**src/rtl/uart_tx_fifo.sv**
```systemverilog
// Transmit byte FIFO feeding a UART transmitter: buffers bus writes and
// launches one byte per frame through the tx_start/tx_busy/tx_end handshake.
module uart_tx_fifo #(
  parameter int DEPTH = 16,
  parameter int PTR_W = 4
) (
  input  logic             clk_i,
  input  logic             reset_ni,
  input  logic             wr_en_i,
  input  logic [7:0]       wr_data_i,
  input  logic             flush_i,
  output logic             full_o,
  output logic             empty_o,
  output logic [PTR_W:0]   count_o,
  output logic             overflow_o,
  output logic             tx_start_o,
  output logic [7:0]       tx_data_o,
  input  logic             tx_busy_i,
  input  logic             tx_end_i,
  output logic             tx_idle_o
);

  typedef enum logic {
    ST_IDLE,
    ST_WAIT_END
  } state_e;

  localparam logic [PTR_W:0] FULL_COUNT = (PTR_W+1)'(DEPTH);

  logic [7:0]       mem_q [DEPTH];
  logic [PTR_W-1:0] wr_ptr_q, wr_ptr_d;
  logic [PTR_W-1:0] rd_ptr_q, rd_ptr_d;
  logic [PTR_W:0]   count_q, count_d;
  logic             overflow_q;
  logic             tx_start_q;
  logic [7:0]       tx_data_q;
  state_e           state_q;
  logic             push;
  logic             pop;

  assign full_o  = (count_q == FULL_COUNT);
  assign empty_o = (count_q == '0);

  // full is taken from the registered count, so a same-cycle pop never
  // rescues a push into a full FIFO; flush overrides both directions.
  assign push = wr_en_i && !full_o && !flush_i;
  assign pop  = (state_q == ST_IDLE) && !empty_o && !tx_busy_i && !flush_i;

  // NOTE: every always_comb output gets a default first so no latch is inferred.
  always_comb begin
    wr_ptr_d = wr_ptr_q;
    rd_ptr_d = rd_ptr_q;
    count_d  = count_q;
    if (flush_i) begin
      wr_ptr_d = '0;
      rd_ptr_d = '0;
      count_d  = '0;
    end else begin
      if (push) wr_ptr_d = wr_ptr_q + PTR_W'(1);
      if (pop)  rd_ptr_d = rd_ptr_q + PTR_W'(1);
      case ({push, pop})
        2'b10:   count_d = count_q + 1'b1;
        2'b01:   count_d = count_q - 1'b1;
        default: count_d = count_q;
      endcase
    end
  end

  // NOTE: sequential state uses non-blocking assignments only.
  always_ff @(posedge clk_i or negedge reset_ni) begin
    if (!reset_ni) begin
      wr_ptr_q   <= '0;
      rd_ptr_q   <= '0;
      count_q    <= '0;
      overflow_q <= 1'b0;
    end else begin
      wr_ptr_q   <= wr_ptr_d;
      rd_ptr_q   <= rd_ptr_d;
      count_q    <= count_d;
      overflow_q <= wr_en_i && full_o && !flush_i;
    end
  end

  // NOTE: storage is deliberately not reset; pointers and count define validity.
  always_ff @(posedge clk_i) begin
    if (push) mem_q[wr_ptr_q] <= wr_data_i;
  end

  always_ff @(posedge clk_i or negedge reset_ni) begin
    if (!reset_ni) begin
      state_q    <= ST_IDLE;
      tx_start_q <= 1'b0;
      tx_data_q  <= 8'h00;
    end else begin
      case (state_q)
        ST_IDLE: begin
          tx_start_q <= 1'b0;
          if (pop) begin
            tx_data_q  <= mem_q[rd_ptr_q];
            tx_start_q <= 1'b1;
            state_q    <= ST_WAIT_END;
          end
        end
        ST_WAIT_END: begin
          // A launched frame always runs to its tx_end, even across a flush.
          tx_start_q <= 1'b0;
          if (tx_end_i) state_q <= ST_IDLE;
        end
        default: begin
          tx_start_q <= 1'b0;
          state_q    <= ST_IDLE;
        end
      endcase
    end
  end

  assign count_o    = count_q;
  assign overflow_o = overflow_q;
  assign tx_start_o = tx_start_q;
  assign tx_data_o  = tx_data_q;
  assign tx_idle_o  = empty_o && (state_q == ST_IDLE) && !tx_busy_i;

endmodule

```
**config.mk**
```make
export PLATFORM = sky130hd
export DESIGN_NAME = uart_tx_fifo
export DESIGN_NICKNAME = d
export VERILOG_FILES = /design/src/rtl/uart_tx_fifo.sv
export SDC_FILE = /design/constraint.sdc
export NUM_CORES = 1
export LEC_CHECK = 0
export BUFFER_PORTS_ARGS = -buffer_cell sky130_fd_sc_hd__buf_2
export CAP_MARGIN = 0
export CORE_MARGIN = 4
export CORE_UTILIZATION = 60
export CTS_CLUSTER_SIZE = 14
export DETAILED_ROUTE_END_ITERATION = 12
export PLACE_DENSITY = 0.82
export SYNTH_ARGS = -nofsm -noshare
export SYNTH_HDL_FRONTEND = slang
export SYNTH_SLANG_ARGS = --single-unit
```
**constraint.sdc**
```tcl
create_clock -name clk_i -period 3.1 [get_ports clk_i]
set_clock_uncertainty 0.1 [all_clocks]
set_input_delay 0.155 -clock clk_i [delete_from_list [all_inputs] [get_ports clk_i]]
set_output_delay 0.155 -clock clk_i [all_outputs]
set_load 0.01 [all_outputs]
```
==> results.md, run 1 <==
- Yosys warnings: 0
- Flop2flop setup slack: 0.34 ns
- Crit path max-delay family: simple AND/OR/NAND/NOR gates
- DR vias: 3301
- RSZ-0062 raised after global routing: false
- CTS buffer count: 17
- Largest net degree at the start of global routing: 35
- Share of cells above drive strength 1: 0.298
- H-tree Lvls: 4
- Period minus WS final: 2.76 ns
- DRT iter0 DRCs: 279
- DR top layer: met4
- Met3 Wirelength: 942 um
- Via/cell ratio: 5.97
- Die Ht: 110 um
- Filler Cell Count: 575
- Initial antenna violation count: 0
- Number of flops mapped to enable cells by yosys: 128
- Synth Area in Compound Gates: 0.0318
- Wire length on met2: 6100 um
- CP Cell Sequence: or4_4 -> o21ai_2 -> inv_2 -> nand2_1 -> inv_1 -> ha_1 -> nand2b_1 -> a21oi_1 -> mux2i_1 -> a31oi_1
- Worst Path Arrival: 3.05 ns
- Most common flop cell mapped by yosys: edfxtp_1
- Synth-to-Final Area Change: 17.9%
- Post-Place Cells: 508
- Clock root cell: clkbuf_8
- DR pass1 iterations: 5
- Mean Syn Cell Area: 18.1 um^2
- Clock Pin Slew Worst Setup and Hold Paths: 0.07 ns
- Die width: 110 um
- Post-DP HPWL: 7460 um
- Gpl congestion: 0.820
- CTS tree: yes
- Tcrit/Tclk final: 0.889
- Vias in the first global route: 3466
- Wire length per cell: 21.7 um
- Synth unique cells: 35
- Post-route DRC: 0
- Fin area: 0.00734 mm^2
- Total grt overflow: 0
- Post-Synth Adder-Cell Area: 0.0193
- Hold Crit Class: in -> async
- Placed inst area: 0.00661 mm^2
- Setup bufs post-CTS: 0
- Total GRT Usage: 0.230
- Hold_buf cts: 13
- VDD IR max: 488 uV
- Core area: 0.00995 mm^2
- Max Clock Freq: 363 MHz
- Final Hold Slack: 0.0490 ns
- Pwr Density: 734 mW/mm^2
- CP peak stage delay: 0.65 ns
- Worst slew pin tran: 0.924 ns
- Detail Route Antenna Nets: 0
- DRT met1 WL: 4670 um
- Largest family of logic cells by synthesized area: multiplexers
- Synthesized area: 0.00622 mm^2
- Status: finished clean
- Die ar.: 0.0121 mm^2
- Max Slew Vio Count: 0
- Setup crit start kind: register
- CTS Sinks: 152
- Leak pwr: 2.57 nW
- Critical setup path kind: reg -> reg
- Post-synthesis sequential area ratio: 0.714
- Async S/R FF share, synth: 0.158
- CP max FO: 12
- # IOs: 32
- Finished Layout Cells: 553
- Sum Neg Setup Slack: 0 ns
- Cells after Synth: 344
- CP Capture Type: register
- Post-Syn Nets: 367
- Final Hold Viols: 0
- Port Buffers: 31
- Fin util: 0.738
- Post-synthesis mux area share: 0.157
- Initial Util: 0.625
- Setup Viol. Count Final: 0
- Critical path's slowest cell: or4_4
- Max_cap viols: 0
- Max-slew headroom: 0.384
- CTS max path bufs: 2
- Fin nets: 430
- Flop and latch count out of synthesis: 152
- Num rows: 36
- Latest clock arrival within the worst-skew pair: 0.52 ns
- First-pass GRT wire length: 19400 um
- Synth Area in Simple Gates: 0.0503
- Drt total wl: 12000 um
- CP Data Required Time: 3.39 ns
- Post-CTS sizing: 0
- Post-Synth XOR/XNOR Area: 0.00985
- N_diodes: 0
- Worst path bufs/invs: 2
[registers in the layout, summed over array words and instances, names as in the netlist]
| signal | cells |
|---|---|
| overflow_o | 1 |
| tx_data_o | 8 |
| wr_ptr_q | 4 |
| tx_start_o | 1 |
| rd_ptr_q | 4 |
| count_o | 5 |
| state_q | 1 |
| mem_q | 128 |
[synth_stat cells (3+ instances only)]
master | count | area [um^2]
edfxtp_1 | 128 | 3840
mux4_2 | 32 | 721
nor2_1 | 30 | 113
dfrtp_1 | 24 | 601
mux2i_1 | 21 | 210
nand2_1 | 16 | 60.1
clkbuf_1 | 9 | 33.8
ha_1 | 8 | 100
nor3_1 | 8 | 40.0
o221ai_1 | 8 | 70.1
inv_1 | 7 | 26.3
a21oi_1 | 5 | 25.0
nand2b_1 | 5 | 31.3
xor2_1 | 4 | 35.0
buf_1 | 3 | 11.3
buf_2 | 3 | 15.0
inv_2 | 3 | 11.3
mux2_4 | 3 | 45.0
nand3_1 | 3 | 15.0
o21ai_1 | 3 | 15.0
xnor2_1 | 3 | 26.3
[cell families (layout without fill, tap and decap cells)]
family,after synthesis,count (layout)
compound gates,25,25
simple gates,68,68
mux,56,56
fa+ha+maj,9,9
buf+inv,27,103
flops,152,152
xor+xnor,7,7
[worst paths after layout]
path | from | endpoint | depth (start not counted)
worst max-delay path | count_o[1] | count_o[4] | 10
worst min-delay path | reset_ni | count_o[2] | 2
worst max register to register | count_o[1] | count_o[4] | 10
worst min register to register | tx_data_o[7] | tx_data_o[7] | 2
max in group asynchronous | reset_ni | rd_ptr_q[1] | 2
min in group clk_i | tx_end_i | state_q | 3
[worst reg2reg max path: stages, from the launching register on]
cell      delay (ns)
dfrtp_1         0.44
or4_4           0.65
o21ai_2         0.18
inv_2           0.07
nand2_1         0.10
inv_1           0.08
ha_1            0.34
nand2b_1        0.08
a21oi_1         0.26
mux2i_1         0.23
a31oi_1         0.10
[cells in the final DEF, fill, tap and decap left out, drive strengths merged, types with 4 or more instances in the layout]
cell type    instances
edfxtp             128
buf                 48
mux4                32
nor2                30
dfrtp               24
mux2i               21
clkbuf              17
inv                 17
nand2               16
dlygate4sd3         13
nor3                 8
o221ai               8
ha                   8
nand2b               5
a21oi                5
xor2                 4
o21ai                4
clkinv               4
[per-stage QoR]
step / setup slack, ns / power [mW]
floorplan: 0.475 / 3.08
global placement: 0.505 / 3.32
detailed placement: 0.368 / 3.37
CTS: 0.357 / 5.43
global route: 0.206 / 5.63
finish: 0.343 / 5.39
[power by group]
| group | internal (mW) | total (mW) | leakage (nW) | switching [mW] |
|---|---|---|---|---|
| logic | 0.412 | 0.884 | 0.810 | 0.471 |
| clock network | 1.18 | 2.05 | 0.290 | 0.867 |
| registers | 2.33 | 2.45 | 1.47 | 0.122 |
| total | 3.93 | 5.39 | 2.57 | 1.46 |
[final cells by class]
class / count / area (um^2) / share of cell area
clock buffers: 17 / 414 / 0.0564
well taps: 133 / 166 / 0.0227
repair buffers: 61 / 425 / 0.0579
clock inverters: 15 / 185 / 0.0252
inverters: 10 / 37.5 / 0.00511
multi-input cells: 165 / 1670 / 0.227
flip-flops and latches: 152 / 4450 / 0.605
[per-layer routing]
metal	up-vias	global-route usage
met2	130	0.364
li1	1483	-
met5	-	0
met4	0	0.102
met3	28	0.0646
met1	1660	0.300
(Power assumes the default switching activity.)
==> inputs of run 2 (changes only) <==
Settings changed: CORE_MARGIN 4 to default, CORE_UTILIZATION 60 to 64, PLACE_DENSITY 0.82 to 0.87.
Clock period 3.1 ns to 3.26 ns, I/O delays scaled along.
==> run 2 against run 1 <==
  * Register-to-register slack better by 0.06 ns
  * Die area down 16%
  * Non-clock buffer count down 6
  * Critical path depth unchanged
  * Final cell count down 1.8%
  * First-iteration DRC count down 10%
  * Hold slack better by 0.013 ns
  * Wire length up 6.0%
  * Design area down 1.1%
  * Critical path type unchanged
  * Highest routed layer unchanged
==> results.md, run 2 (same netlist as run 1, synthesis figures left out) <==
- Commonest non-fill, non-tap cells in the layout: edfxtp_1 (128), mux4_2 (32), buf_2 (31)
- Hold Crit Class: in -> async
- Max Slew Vio Count: 0
- Status: finished clean
- Fin area: 0.00726 mm^2
- Critical path's slowest cell: or4_4
- Clock Power Share: 0.375
- Switch share: 0.272
- Pwr Density: 704 mW/mm^2
- Detail Route Antenna Nets: 0
- Initial antenna violation count: 0
- CP Capture Type: register
- Internal Power: 3.72 mW
- Vias in the first global route: 3541
- VDD IR max: 561 uV
- Final Hold Viols: 0
- Leading cell type in the layout, fill and taps excluded: edfxtp_1
- CTS buffer count: 17
- Power, Total: 5.11 mW
- Leak pwr: 2.53 nW
- CP max FO: 12
- Wire length per cell: 23.5 um
- CP Data Required Time: 3.56 ns
- M2 GR Usage: 0.479
- Clock Pin Slew Worst Setup and Hold Paths: 0.07 ns
- Largest net degree at the start of global routing: 35
- Biggest register: mem_q
- H-tree Lvls: 4
- Post-DP HPWL: 7430 um
- Worst Path Arrival: 3.15 ns
- DRT iter0 DRCs: 251
- RSZ-0062 raised after global routing: false
- Sequential power share: 0.460
- Met3 usage: 0.0735
- Via/cell ratio: 6.20
- Die width: 101 um
- First-pass GRT wire length: 19600 um
- Max Clock Freq: 350 MHz
- Die ar.: 0.0101 mm^2
- Tcrit/Tclk final: 0.876
- Total grt overflow: 0
- DR pass1 iterations: 6
- Max_cap viols: 0
- Setup Viol. Count Final: 0
- Setup crit start kind: register
- CP peak stage delay: 0.65 ns
- Flop2flop setup slack: 0.40 ns
- CTS max path bufs: 2
- Die Ht: 101 um
- Combinational share of power: 0.165
- Period minus WS final: 2.86 ns
- Placement Setup Slack: 0.498 ns
- Latest clock arrival within the worst-skew pair: 0.53 ns
- Worst slew pin tran: 1.13 ns
- Clock root cell: clkbuf_8
- Setup bufs post-CTS: 0
- Num rows: 35
- Number of flip-flops in the largest register: 128
- Core area: 0.00933 mm^2
- Sum Neg Setup Slack: 0 ns
- Post-CTS sizing: 0
- Initial Util: 0.667
- Net load switching power: 1.39 mW
- Share of cells above drive strength 1: 0.287
- CP Cell Sequence: or4_4 -> o21ai_2 -> inv_2 -> nand2_1 -> inv_1 -> ha_1 -> nand2b_1 -> a21oi_1 -> mux2i_1 -> a31oi_1
- Port Buffers: 31
- CTS tree: yes
- Most Crowded Layer GR: met2
- # IOs: 32
- N_diodes: 0
- Max-slew headroom: 0.245
- Critical setup path kind: reg -> reg
- Drt total wl: 12700 um
- Met1 Usage GRT: 0.359
- Synth-to-Final Area Change: 16.7%
- Post-route DRC: 0
- Final worst setup slack: 0.404 ns
- Total GRT Usage: 0.284
- Gpl congestion: 0.863
- Fin nets: 424
- CTS Sinks: 152
- DR vias: 3366
- Placed inst area: 0.00655 mm^2
==> run 2: changes by cell type in the layout (fill, tap and decap cells not counted), sizes merged <==
cell / change
clkinv: +1
inv: -1
buf: -6
==> run 2: power by group through the flow <==
stage / registers (mW) / clock network (mW) / logic [mW]
2_1_floorplan: 2.36 / 0 / 0.562
3_3_place_gp: 2.37 / 0 / 0.775
3_5_place_dp: 2.38 / 0 / 0.810
4_1_cts: 2.35 / 1.93 / 0.843
5_1_grt: 2.36 / 2.01 / 0.912
6_report: 2.35 / 1.92 / 0.843
==> run 2: through the flow <==
stage           util  hold WS [ns]  instances
4_1_cts        0.779        0.0647        543
5_1_grt        0.779        0.0981        543
3_3_place_gp   0.702        0.0756        498
6_report       0.779        0.0625        543
3_5_place_dp   0.702        0.0832        498
2_1_floorplan      -        -0.233        344
==> run 2: final cells by class <==
class / count / area [um^2]
Clock inverter: 15 / 168
Inverter: 10 / 37.5
Clock buffer: 17 / 414
Timing Repair Buffer: 55 / 368
Sequential cell: 152 / 4450
Multi-Input combinational cell: 165 / 1670
Tap cell: 129 / 161
Fill cell: 490 / 2070
==> run 2: repair_timing <==
action | in CTS | in global routing
hold buffers | 13 | 0
endpoints found under the hold margin | 164 | 0
setup endpoints to repair | 0 | 0
==> run 2: final timing paths <==
| kind | startpoint | end | cells past startpoint |
|---|---|---|---|
| setup / recovery | count_o[1] | count_o[4] | 10 |
| hold / removal | reset_ni | count_o[1] | 2 |
| setup reg to reg | count_o[1] | count_o[4] | 10 |
| hold reg to reg | tx_data_o[5] | tx_data_o[5] | 2 |
| max in group asynchronous | reset_ni | rd_ptr_q[1] | 2 |
| min in group clk_i | tx_end_i | state_q | 3 |
==> run 2: worst max-delay path, delay by kind of cell (launching register included) <==
kind	cells	cell delay, ns
AND/OR/NAND/NOR	3	0.85
AO/OA/AOI/OAI	3	0.55
flip-flops	1	0.46
adder cells (fa/ha/maj)	1	0.36
multiplexers	1	0.24
buffers and inverters	2	0.17
==> run 2: layer usage <==
| metal | part of all wire | vias to the layer above |
|---|---|---|
| li1 | - | 1461 |
| met1 | 0.39 | 1704 |
| met2 | 0.52 | 183 |
| met3 | 0.069 | 18 |
| met4 | 0.020 | 0 |
| met5 | 0 | - |
==> inputs of run 3 (changes only) <==
Settings changed: MAX_ROUTING_LAYER from default to met4.
==> run 3 against run 2 <==
  * Register-to-register slack barely moved
  * Clock power hardly changed
  * Highest routed layer unchanged
  * Wire length rose by 0.42%
  * Critical path type unchanged
==> results.md, run 3 (same netlist as run 1, synthesis figures left out) <==
- Synth-to-Final Area Change: 16.7%
- Initial Util: 0.667
- CTS max path bufs: 2
- Switch share: 0.272
- Hold Crit Class: in -> async
- VDD IR max: 560 uV
- DR pass1 iterations: 4
- Setup Viol. Count Final: 0
- CP peak stage delay: 0.65 ns
- Post-route DRC: 0
- Drt total wl: 12800 um
- Leading cell type in the layout, fill and taps excluded: edfxtp_1
- Final Hold Viols: 0
- RSZ-0062 raised after global routing: false
- Max_cap viols: 0
- Clock Power Share: 0.375
- Area of the multi-input gates: 0.00167 mm^2
- CTS tree: yes
- Die Ht: 101 um
- Max Clock Freq: 351 MHz
- Die ar.: 0.0101 mm^2
- DRT iter0 DRCs: 225
- CTS Sinks: 152
- Period minus WS final: 2.85 ns
- Port Buffers: 31
- Vias in the first global route: 3532
- Clock Pin Slew Worst Setup and Hold Paths: 0.07 ns
- Leak pwr: 2.53 nW
- Post-DP HPWL: 7430 um
- Worst Path Arrival: 3.15 ns
- Internal Power: 3.72 mW
- Core area: 0.00933 mm^2
- Post-CTS sizing: 0
- Clock root cell: clkbuf_8
- N_diodes: 0
- Max Slew Vio Count: 0
- Sum Neg Setup Slack: 0 ns
- Share of cells above drive strength 1: 0.287
- Critical setup path kind: reg -> reg
- Crit path max-delay family: simple AND/OR/NAND/NOR gates
- Commonest non-fill, non-tap cells in the layout: edfxtp_1 (128), mux4_2 (32), buf_2 (31)
- Max-slew headroom: 0.262
- CTS buffer count: 17
- Filler Cell Count: 490
- Combinational share of power: 0.165
- Wire length per cell: 23.6 um
- Critical path's slowest cell: or4_4
- Detail Route Antenna Nets: 0
- Biggest register: mem_q
- Num rows: 35
- CP Cell Sequence: or4_4 -> o21ai_2 -> inv_2 -> nand2_1 -> inv_1 -> ha_1 -> nand2b_1 -> a21oi_1 -> mux2i_1 -> a31oi_1
- Gpl congestion: 0.877
- Net load switching power: 1.39 mW
- Number of cells on the critical path: 10
- Total GRT Usage: 0.294
- CP Data Required Time: 3.56 ns
- FF/Latch Area: 0.00445 mm^2
- Fin nets: 424
- CP max FO: 12
- # IOs: 32
- Largest net degree at the start of global routing: 35
- H-tree Lvls: 4
- Number of flip-flops in the largest register: 128
- Initial antenna violation count: 0
- Status: finished clean
- Via/cell ratio: 6.21
- DR vias: 3371
- Sequential power share: 0.460
- Tcrit/Tclk final: 0.874
- Total grt overflow: 0
- CP Capture Type: register
- Die width: 101 um
- Worst path bufs/invs: 2
- Setup crit start kind: register
- Worst slew pin tran: 1.11 ns
- Pwr Density: 704 mW/mm^2
- Worst reg-to-reg path cell count: 10
- Final Hold Slack: 0.0571 ns
- First-pass GRT wire length: 19600 um
- Latest clock arrival within the worst-skew pair: 0.53 ns
run 3: cell counts in the layout (fill, tap and decap cells not counted):
Identical to the previous run, type by type.
run 3: final cells by class:
cell class / count / area share
inverters: 10 / 0.00517
well taps: 129 / 0.0222
multi-input cells: 165 / 0.230
clock inverters: 15 / 0.0231
repair buffers: 55 / 0.0507
clock buffers: 17 / 0.0570
flip-flops and latches: 152 / 0.612
run 3: timing repair:
action | CTS | global route
hold buffers | 13 | 0
hold endpoints to repair | 164 | 0
buffers inserted | 0 | 0
run 3: final timing paths:
| kind | startpoint | to | slack, ns |
|---|---|---|---|
| worst max-delay path | count_o[1] | count_o[4] | 0.41 |
| worst min register to register | tx_data_o[5] | tx_data_o[5] | 0.40 |
| worst min-delay path | reset_ni | count_o[1] | 0.06 |
| max in group asynchronous | reset_ni | rd_ptr_q[1] | 2.59 |
| min in group clk_i | tx_end_i | state_q | 0.23 |
| worst max register to register | count_o[1] | count_o[4] | 0.41 |
run 3: through the flow:
stage | utilization | total power, mW | cell area [um^2] | std cells | setup WS (ns)
after global routing | 0.779 | 5.29 | 7260 | 543 | 0.300
after detailed placement | 0.702 | 3.19 | 6550 | 498 | 0.498
after CTS | 0.779 | 5.12 | 7260 | 543 | 0.461
after global placement | 0.702 | 3.15 | 6550 | 498 | 0.667
after floorplan | - | 2.92 | 6220 | 344 | 0.635
final | 0.779 | 5.11 | 7260 | 543 | 0.411
run 3: power groups by stage:
stage / registers (mW) / logic (mW) / clock network (mW)
after floorplan: 2.36 / 0.562 / 0
after global placement: 2.37 / 0.775 / 0
after detailed placement: 2.38 / 0.810 / 0
after CTS: 2.35 / 0.843 / 1.93
after global routing: 2.36 / 0.912 / 2.01
final: 2.35 / 0.842 / 1.92
run 3: layer usage:
layer | part of all wire | global-route usage | vias up
met2 | 0.53 | 0.481 | 158
met4 | 0.021 | 0.110 | 0
li1 | - | - | 1463
met1 | 0.39 | 0.362 | 1727
met5 | 0 | - | -
met3 | 0.062 | 0.0707 | 23
